$ cat config.mk
export PLATFORM = sky130hd
export DESIGN_NAME = txd_write_fsm_flat
export DESIGN_NICKNAME = d
export VERILOG_FILES = /design/src/rtl/txd_pkg.sv /design/src/rtl/txd_write_fsm_if.sv /design/src/rtl/txd_write_fsm.sv /design/src/flat_wrapper.sv
export SDC_FILE = /design/constraint.sdc
export NUM_CORES = 1
export LEC_CHECK = 0
export ABC_AREA = 1
export CAP_MARGIN = 20
export CORE_AREA = 2 2 39 41
export DETAILED_ROUTE_END_ITERATION = 8
export DIE_AREA = 0 0 41 43
export DONT_BUFFER_PORTS = 1
export GPL_ROUTABILITY_DRIVEN = 0
export GPL_TIMING_DRIVEN = 0
export SLEW_MARGIN = 15
export SYNTH_ARGS = -nofsm -noshare
export SYNTH_HDL_FRONTEND = slang
export SYNTH_SLANG_ARGS = --single-unit
$ cat constraint.sdc
create_clock -name clk -period 2.1 [get_ports clk]
set_input_delay 0.21 -clock clk [delete_from_list [all_inputs] [get_ports clk]]
set_output_delay 0.21 -clock clk [all_outputs]
set_load 0.05 [all_outputs]
$ cat src/rtl/txd_pkg.sv
// Shared types and constants for the transmit-buffer write controller.
// Latency: n/a (declarations only).
// Backpressure: n/a.
package txd_pkg;

  typedef enum logic [1:0] {IDLE, WRITING, DONE} txd_wstate_t;

  localparam int ADDR_W = 8;
  localparam logic [ADDR_W-1:0] MAX_ADDR = 8'd255;

endpackage

$ cat src/rtl/txd_write_fsm_if.sv
// Host-to-buffer write bundle: byte strobes and send request in; write enable, address and frame-done out.
// Latency: n/a (wires only).
// Backpressure: none; a full buffer silently drops writes via wen=0.
interface txd_write_fsm_if;
  import txd_pkg::*;

  logic              XWR;
  logic              XSEND;
  logic              wen;
  logic [ADDR_W-1:0] w_addr;
  logic              done_writing;

  // Host side: drives strobes, observes buffer controls.
  modport master (
    output XWR,
    output XSEND,
    input  wen,
    input  w_addr,
    input  done_writing
  );

  // Controller side.
  modport slave (
    input  XWR,
    input  XSEND,
    output wen,
    output w_addr,
    output done_writing
  );

endinterface

$ cat src/rtl/txd_write_fsm.sv
// Turns host byte strobes into sequential buffer writes and closes a frame with a one-cycle done pulse.
// Latency: wen is combinational (same cycle as XWR); w_addr/done_writing are registered, done one cycle after XSEND.
// Backpressure: none; writes past address 254 are dropped, XWR/XSEND ignored while DONE.
module txd_write_fsm
  import txd_pkg::*;
(
  input  logic             clk,
  input  logic             reset,
  txd_write_fsm_if.slave   bus
);

  txd_wstate_t       state_q, state_d;
  logic [ADDR_W-1:0] w_addr_q, w_addr_d;
  logic              done_q, done_d;
  logic              wen;

  // Write enable: any strobe in IDLE, or in WRITING while the buffer still has room.
  // Address 255 is never written, capping a frame at 255 bytes so w_addr can carry its length.
  always_comb begin
    wen = 1'b0;
    if (bus.XWR) begin
      if (state_q == IDLE) begin
        wen = 1'b1;
      end else if (state_q == WRITING && w_addr_q != MAX_ADDR) begin
        wen = 1'b1;
      end
    end
  end

  // Next-state, address counter and done pulse; a same-cycle write and send still counts the write.
  always_comb begin
    state_d  = state_q;
    w_addr_d = w_addr_q;
    done_d   = 1'b0;
    unique case (state_q)
      IDLE: begin
        if (bus.XWR) begin
          w_addr_d = w_addr_q + 8'd1;
          state_d  = WRITING;
        end
      end
      WRITING: begin
        if (wen) begin
          w_addr_d = w_addr_q + 8'd1;
        end
        if (bus.XSEND) begin
          state_d = DONE;
          done_d  = 1'b1;
        end
      end
      DONE: begin
        state_d  = IDLE;
        w_addr_d = '0;
      end
      default: begin
        state_d  = IDLE;
        w_addr_d = '0;
      end
    endcase
  end

  // State, address and done registers; reset drops any frame in progress without a done pulse.
  always_ff @(posedge clk) begin
    if (reset) begin
      state_q  <= IDLE;
      w_addr_q <= '0;
      done_q   <= 1'b0;
    end else begin
      state_q  <= state_d;
      w_addr_q <= w_addr_d;
      done_q   <= done_d;
    end
  end

  assign bus.wen          = wen;
  assign bus.w_addr       = w_addr_q;
  assign bus.done_writing = done_q;

endmodule

$ cat src/flat_wrapper.sv
// flat-port wrapper written by rule: the top's interface ports become plain ports
module txd_write_fsm_flat import txd_pkg::*;
  (clk, reset, bus_XWR, bus_XSEND, bus_wen, bus_w_addr, bus_done_writing);
  txd_write_fsm_if bus_i ();
  input  logic clk;
  input  logic reset;
  input wire logic [$bits(bus_i.XWR)-1:0] bus_XWR;
  input wire logic [$bits(bus_i.XSEND)-1:0] bus_XSEND;
  output wire logic [$bits(bus_i.wen)-1:0] bus_wen;
  output wire logic [$bits(bus_i.w_addr)-1:0] bus_w_addr;
  output wire logic [$bits(bus_i.done_writing)-1:0] bus_done_writing;
  assign bus_i.XWR = bus_XWR;
  assign bus_i.XSEND = bus_XSEND;
  assign bus_wen = bus_i.wen;
  assign bus_w_addr = bus_i.w_addr;
  assign bus_done_writing = bus_i.done_writing;
  txd_write_fsm u_core (.clk(clk), .reset(reset), .bus(bus_i));
endmodule
; Yosys cells after proc, flatten, opt, wreduce, memory -nomap -nowiden
; Index checks and enable logic that the tools add are counted.
[word_totals]
reg_bits = 11
elab_cells = 25
output_inout_bits = 10
mem_count = 0
rom_bits = 0
latchBits = 0
ram_bits = 0
[classes]
shifts = 0
mul = 0
addsub = 1
div = 0
n_eq_ne = 5
n_reduce_logical = 5
bitwise = 1
n_mux = 10
magnitude_cmp = 0
[ops]
columns = cell, count
row1 = $mux 8, 2
row2 = $pmux 8 s2, 1
row3 = $add 8x1->8 const B, 1
row4 = $ne 8x8->1 const B, 1
row5 = $ne 2x2->1 const B, 3
row6 = $mux 1, 4
row7 = $mux 2, 2
row8 = $pmux 2 s2, 1
row9 = $reduce_and 2->1, 2
row10 = $eq 2x1->1 const B, 1
row11 = $logic_not 2->1, 1
row12 = $reduce_or 2->1, 1
row13 = $logic_and 1x1->1, 1
row14 = $not 1->1, 1

; Depth between registers and ports, before layout
; Gate-level depths: netlist (run 1).
[logic_depth]
depth_word = 7
depth_mapped = 8

; Least setup slack after synthesis (run 1)
; No wires, ideal clock.
[synth_path]
path_type = reg2reg
from = register u_core.w_addr_q[0], in the netlist u_core.bus.w_addr[0]
to = register u_core.w_addr_q[7], in the netlist u_core.bus.w_addr[7]
t_arrival_ns = 1.702
n_path_buf = 0
setup_time_ns = 0.118
setup_slack_ns = 0.280
required_ns = 1.982
path_stages_with_launch = 9
cell_sequence = dfxtp_1 ha_1 nand2_2 nor2_4 nand3_4 nand2_8 inv_2 nand2_1 a21oi_1
[synth_between]
elab_chain_len = 7
[synth_lines]
columns = element, line
row1 = from (decl), txd_write_fsm.sv:13  ; logic [ADDR_W-1:0] w_addr_q, w_addr_d;
row2 = from (signal assigned), txd_write_fsm.sv:70  ; w_addr_q <= w_addr_d;
row3 = $ne 8x8->1, txd_write_fsm.sv:24  ; end else if (state_q == WRITING && w_addr_q != MAX_ADDR) begin
row4 = $logic_and 1x1->1, txd_write_fsm.sv:24
row5 = $mux 1, txd_write_fsm.sv:24
row6 = $mux 1, txd_write_fsm.sv:22  ; if (state_q == IDLE) begin
row7 = $mux 1, txd_write_fsm.sv:21  ; if (bus.XWR) begin
row8 = net bus_wen, flat_wrapper.sv:9  ; output wire logic [$bits(bus_i.wen)-1:0] bus_wen;
row9 = $ne 2x2->1 (no line), -
row10 = $reduce_and 2->1 (no line), -
; The timed path passes the listed nets, and every way through them passes these cells. The select of a mux whose other input is x is not followed.
; A chain may end at the register's enable or synchronous reset.

; Worst setup path after layout (run 1)
[layout_path]
from = register u_core.w_addr_q[1], in the netlist u_core.bus.w_addr[1]
to = output bus_wen
[layout_between]
elab_chain_len = 5
[layout_lines]
columns = element, line
row1 = $ne 8x8->1, txd_write_fsm.sv:24
row2 = $logic_and 1x1->1, txd_write_fsm.sv:24
row3 = $mux 1, txd_write_fsm.sv:24
row4 = $mux 1, txd_write_fsm.sv:22
row5 = $mux 1, txd_write_fsm.sv:21
row6 = to (decl), flat_wrapper.sv:9
; No other way between the ends.

==> metrics, run 1 <==
status=complete, no violations; Hold Crit Start=reset; maximum VDD drop=0.000303 V; antenna diode instance count=0; HP Class=primary input to flip-flop; synth-to-layout area growth=7.75%; Slew @ Worst Pin=between 0.6 and 0.7 ns; synthesis-stage register bit count=11; initial core utilization=45.5%; DR vias=521; Reg-to-Reg End=u_core.bus.w_addr[7]; worst-path maximum fanout=8; Pwr Total=0.429 mW; overall global routing resource usage=approximately 16%; max-slew violation count=0; Hold Path Depth=2; initial antenna violation count=0; Yosys cell types=23; DRC viols=0; CP max-delay cell=dfxtp_2; CTS max path bufs=2; GRT overflow=0; Gate Count Post-Synth=87; largest net degree at the start of global routing=10; Final Hold Fails=0; # IOs=14; Area contributors post-synth=dfxtp_1, nand2_1, nand3_1, inv_1, a21oi_1; clock root cell=clkbuf_4; Antenna Nets Post-Route=0; worst r2r src=u_core.bus.w_addr[1]; Top FF cell, synth=dfxtp_1; crit-path cells=ha_1, nand2_2, nor2_4, nand3_4, nand2_8, inv_2; setup_tns=0 ns; RSZ-0062 raised after global routing=no; Seq/Total Area, Yosys=35.0%; Post-synth EDFFs=0; WL/cell=11.3 um; yosys warns=0; PD cells=633 nW/um^2; critical path type=flip-flop to output pin; slew margin rel.=55.6%; drt total wl=1.21 mm; async set-reset flop share out of synthesis=0%; Iter 0 DRT Violations=20; share of cells above drive strength 1=19.8%; post-DP HPWL=slightly above 900 um; Period minus WS final=1.98 ns; flop-to-flop setup slack=0.34 ns; Clk pin slew, worst setup/hold paths=0.08 ns; Highest Clock Rate=0.504 GHz; leakage power=around 0.28 nW; hold_buf cts=0; mean post-synth cell area=7.23 um^2; first-pass GRT wire length=between 1.5 and 2 mm; final setup vio count=0; largest area contributor in the netlist=dfxtp_1; Clk Latency, worst-skew pair=roughly 0.27 ns; Die W=41 um; port buffer count=0; synth cell count leaders=nand2_1, dfxtp_1, inv_1; cts repair resizes=2; CORE AREA=1380 um^2; Crit path buffers/inverters=1; First-pass DRT Iterations=4; DP Worst Slack=0.148 ns; Top delay family on crit path=flip-flops; DIE HEIGHT=43 um; reg2reg path depth=8; vias in the first global route=470; Total Nets Final=97; cts bufs inserted=3; crit end category=output pin; Stages on worst setup path=6; clk sinks=11; MaxCap Viol Count=0; Worst setup SP type=flip-flop; worst endpoint required time=~1.9 ns; most frequent cell after synthesis=nand2_1; setup bufs post-CTS=0; Die ar.=1760 um^2; hold endpoint=u_core.bus.w_addr[1]; H-Tree Depth=1; PnR worst setup slack=0.115 ns; Layout Skew=between 0.008 and 0.009 ns; num rows=14; TritonCTS clock tree=yes; Worst EP arrival=1.77 ns; Syn Nets=roughly 90; Worst path max stage delay=0.53 ns; Mapped Area=629 um^2; final cycle utilization of the critical path=a little over nine tenths; filler instances=between 100 and 150; post-synth top area share=35.0%; routed vias/inst=a little under 5
[stage by stage]
step / std cells / cell area [um^2] / hold slack, ns / utilization [%]
3_3_place_gp: 103 / 649 / 0.404 / 46.9
2_1_floorplan: 87 / 629 / 0.379 / -
4_1_cts: 107 / 678 / 0.118 / 49.0
3_5_place_dp: 103 / 649 / 0.399 / 46.9
6_report: 107 / 678 / 0.128 / 49.0
5_1_grt: 107 / 678 / 0.130 / 49.0
[cell families after synthesis]
logic type | share of synthesized area, %
and+or+nand+nor | 42.5
buffers and inverters | 10.1
DFF | 35.0
AOI/OAI and AO/OA | 8.95
xor gates and xnor gates | 1.39
adders and majority gates | 1.99
[flip-flops by register name (all words and copies together) (netlist names)]
name,flops
u_core.bus.w_addr,8
u_core.state_q,2
u_core.bus.done_writing,1
[layout by cell type (no fill, tap or decap)]
master	count
nor3b_1	1
o21ai_1	1
nand3_4	1
clkbuf_4	3
buf_6	1
nand2_4	1
nand2_8	1
inv_1	11
nor2_2	2
nor3_1	3
nand2_1	21
a21oi_1	7
a21oi_2	1
clkbuf_1	1
nand2_2	2
nand3_1	9
nor2_4	2
xor2_1	1
nor2_1	5
ha_1	1
dfxtp_1	9
clkinv_1	1
dfxtp_2	2
o21bai_1	1
inv_2	2
nand4_1	1
[worst reg2reg max path: cells and delay by family (launching register included)]
family | cells | cell delay (ns)
and+or+nand+nor | 5 | 0.63
DFF | 1 | 0.53
adders and majority gates | 1 | 0.31
buffers and inverters | 1 | 0.13
AOI/OAI and AO/OA | 1 | 0.06
[metal layers]
| metal | vias to the layer above | GRT usage (%) | part of all wire, % |
|---|---|---|---|
| met3 | 2 | 5.24 | 5.2 |
| met5 | - | 0 | 0 |
| met1 | 222 | 21.5 | 50 |
| met2 | 12 | 22.5 | 44 |
| li1 | 285 | - | - |
| met4 | 0 | 10.0 | 0.74 |
[worst max-delay path by stage]
stage | from | end
after CTS | u_core.bus.w_addr[0] | bus_wen
after detailed placement | u_core.bus.w_addr[0] | u_core.bus.w_addr[7]
after global placement | u_core.bus.w_addr[0] | u_core.bus.w_addr[1]
final | u_core.bus.w_addr[1] | bus_wen
after floorplan | u_core.bus.w_addr[0] | u_core.bus.w_addr[7]
after global routing | u_core.bus.w_addr[2] | bus_wen
[power breakdown]
group	switching, mW	internal [mW]
sequential	0.0221	0.216
clock	0.0744	0.0735
combinational	0.0297	0.0138
[final cells by class]
class | instances | area (um^2) | area share (%)
tap | 16 | 20.0 | 2.95
multi-input combinational | 61 | 345 | 50.9
clock buffer | 4 | 26.3 | 3.87
buffer | 1 | 11.3 | 1.66
sequential | 11 | 223 | 32.8
inverter | 14 | 52.6 | 7.75
No activity file was read; power rests on OpenSTA's default activity.
==> run 2, diff against run 1 <==
--- a/config.mk
+++ b/config.mk
@@ -7,9 +7,8 @@
 export LEC_CHECK = 0
 export ABC_AREA = 1
 export CAP_MARGIN = 20
-export CORE_AREA = 2 2 39 41
+export CORE_UTILIZATION = 35
 export DETAILED_ROUTE_END_ITERATION = 8
-export DIE_AREA = 0 0 41 43
 export DONT_BUFFER_PORTS = 1
 export GPL_ROUTABILITY_DRIVEN = 0
 export GPL_TIMING_DRIVEN = 0
==> constraint.sdc (replaced) <==
create_clock -name clk -period 2.2 [get_ports clk]
set_input_delay 0.22 -clock clk [delete_from_list [all_inputs] [get_ports clk]]
set_output_delay 0.22 -clock clk [all_outputs]
set_load 0.05 [all_outputs]
==> metrics, run 2 (synthesis results as in run 1) <==
most common cell after layout, fill and taps aside=nand2_1 (unchanged); leakage power=0.277 nW (unchanged); Clk Latency, worst-skew pair=0.27 ns (about the same); worst-path maximum fanout=8 (unchanged); Top delay family on crit path=flip-flops (unchanged); Die ar.=1970 um^2 (was 1760 um^2); Slew @ Worst Pin=0.663 ns (was 0.666 ns); overall global routing resource usage=15.5% (was 16.4%); num rows=14 (unchanged); Worst EP arrival=1.76 ns (was 1.77 ns); setup_tns=0 ns (unchanged); CTS max path bufs=2 (unchanged); reg2reg path depth=7 (was 8); MaxCap Viol Count=0 (unchanged); Total Nets Final=97 (unchanged); final setup vio count=0 (unchanged); PnR worst setup slack=0.218 ns (was 0.115 ns); Stages on worst setup path=5 (was 6); Reg-to-Reg End=u_core.bus.w_addr[1] (was u_core.bus.w_addr[7]); most frequent cells in the layout=nand2_1, inv_1, nand3_1, dfxtp_1, a21oi_1 (unchanged); post-DP HPWL=937 um (was 920 um); PD cells=594 nW/um^2 (was 633 nW/um^2); # IOs=14 (unchanged); routed vias/inst=4.63 (was 4.87); port buffer count=0 (unchanged); clk sinks=11 (unchanged); Clk pin slew, worst setup/hold paths=0.07 ns (was 0.08 ns); clock root cell=clkbuf_4 (unchanged); Setup crit start=u_core.bus.w_addr[3] (was u_core.bus.w_addr[1]); TritonCTS clock tree=yes (unchanged); Iter 0 DRT Violations=3 (was 20); initial core utilization=39.5% (was 45.5%); setup bufs post-CTS=0 (unchanged); Pwr Total=0.409 mW (was 0.429 mW); WL/cell=10.7 um (was 11.3 um); Die W=44.4 um (was 41 um); Layout Skew=0.00535 ns (was 0.00809 ns); CORE AREA=1590 um^2 (was 1380 um^2); status=complete, no violations (unchanged); H-Tree Depth=1 (unchanged); HP Class=primary input to flip-flop (unchanged); CP max-delay cell=dfxtp_1 (was dfxtp_2); First-pass DRT Iterations=4 (unchanged); Worst path max stage delay=0.73 ns (was 0.53 ns); end of the critical path=bus_wen (unchanged); DR vias=532 (was 521); first-pass GRT wire length=2.28 mm (was 1.95 mm); DP Worst Slack=0.244 ns (was 0.148 ns); max-slew violation count=0 (unchanged); worst endpoint required time=1.98 ns (was 1.89 ns); Highest Clock Rate=0.505 GHz; Seq. cell area=223 um^2 (unchanged); Period minus WS final=1.98 ns; synth-to-layout area growth=9.34% (was 7.75%); final cycle utilization of the critical path=between 90% and 100%; critical path type=flip-flop to output pin (unchanged); worst r2r src=u_core.bus.w_addr[3] (was u_core.bus.w_addr[1]); flop-to-flop setup slack=0.45 ns (was 0.34 ns); vias in the first global route=498 (was 470); Final Hold Fails=0 (unchanged); RSZ-0062 raised after global routing=no (unchanged); hold_buf cts=0 (unchanged); crit end category=output pin (unchanged); drt total wl=1.23 mm (was 1.21 mm); Antenna Nets Post-Route=0 (unchanged); max FFs per register=8 (unchanged); antenna diode instance count=0 (unchanged); DRC viols=0 (unchanged); maximum VDD drop=0.000415 V (was 0.000303 V); Crit path buffers/inverters=1 (unchanged); initial antenna violation count=0 (unchanged); GRT overflow=0 (unchanged); filler instances=167 (was 142); cts bufs inserted=3 (unchanged); slew margin rel.=55.8% (was 55.6%); multi-input logic area=345 um^2 (unchanged); crit-path cells=nand2_2, nor2_4, nand3_4, nand2_8, inv_2 (was ha_1, nand2_2, nor2_4, nand3_4, nand2_8, inv_2); share of cells above drive strength 1=19.8% (unchanged); DIE HEIGHT=44.4 um (was 43 um); Worst setup SP type=flip-flop (unchanged); largest net degree at the start of global routing=10 (unchanged)
==> run 2: worst min path at each step <==
stage	from	endpoint	slack (ns)	cells after the start
after global routing	bus_XWR	u_core.bus.w_addr[2]	0.14	2
after detailed placement	bus_XWR	u_core.bus.w_addr[2]	0.42	2
after CTS	bus_XWR	u_core.bus.w_addr[2]	0.13	2
final	bus_XWR	u_core.bus.w_addr[2]	0.13	2
after floorplan	bus_XSEND	u_core.bus.done_writing	0.39	2
after global placement	bus_XWR	u_core.bus.w_addr[2]	0.41	2
==> run 2: worst register-to-register path: cells and delay by family, from the launching register on <==
kind | cells | cell delay [ns]
simple gates | 5 | 0.72
buf+inv | 1 | 0.13
compound gates | 1 | 0.06
flops | 1 | 0.73
==> run 2: power breakdown <==
group | switching (mW) | internal, mW
Sequential | 0.0208 | 0.206
Clock | 0.0704 | 0.0701
Combinational | 0.0285 | 0.0132
Total | 0.120 | 0.289
==> run 2: final cells by class <==
type	instances	area share, %
multi-input cells	61	50.2
flip-flops and latches	11	32.4
inverters	14	7.64
well taps	24	4.36
clock buffers	4	3.82
plain buffers	1	1.64
==> run 2: per-stage QoR <==
| stage | cells | hold slack (ns) | area (um^2) | utilization, % |
|---|---|---|---|---|
| finish | 115 | 0.134 | 688 | 43.2 |
| global route | 115 | 0.137 | 688 | 43.2 |
| CTS | 115 | 0.131 | 687 | 43.1 |
| detailed placement | 111 | 0.417 | 659 | 41.4 |
| global placement | 111 | 0.409 | 659 | 41.4 |
| floorplan | 87 | 0.389 | 629 | - |
==> run 2: what timing repair did <==
| item | CTS | global route |
|---|---|---|
| resized for setup | 1 | 1 |
| gates cloned | 0 | 0 |
| setup endpoints to repair | 1 | 1 |
==> run 2: metal layers <==
| metal | GRT usage [%] | wire length, um |
|---|---|---|
| met1 | 19.7 | 582 |
| met2 | 24.7 | 579 |
| met3 | 7.35 | 70 |
| met4 | 1.82 | 0 |
| met5 | 0 | 0 |
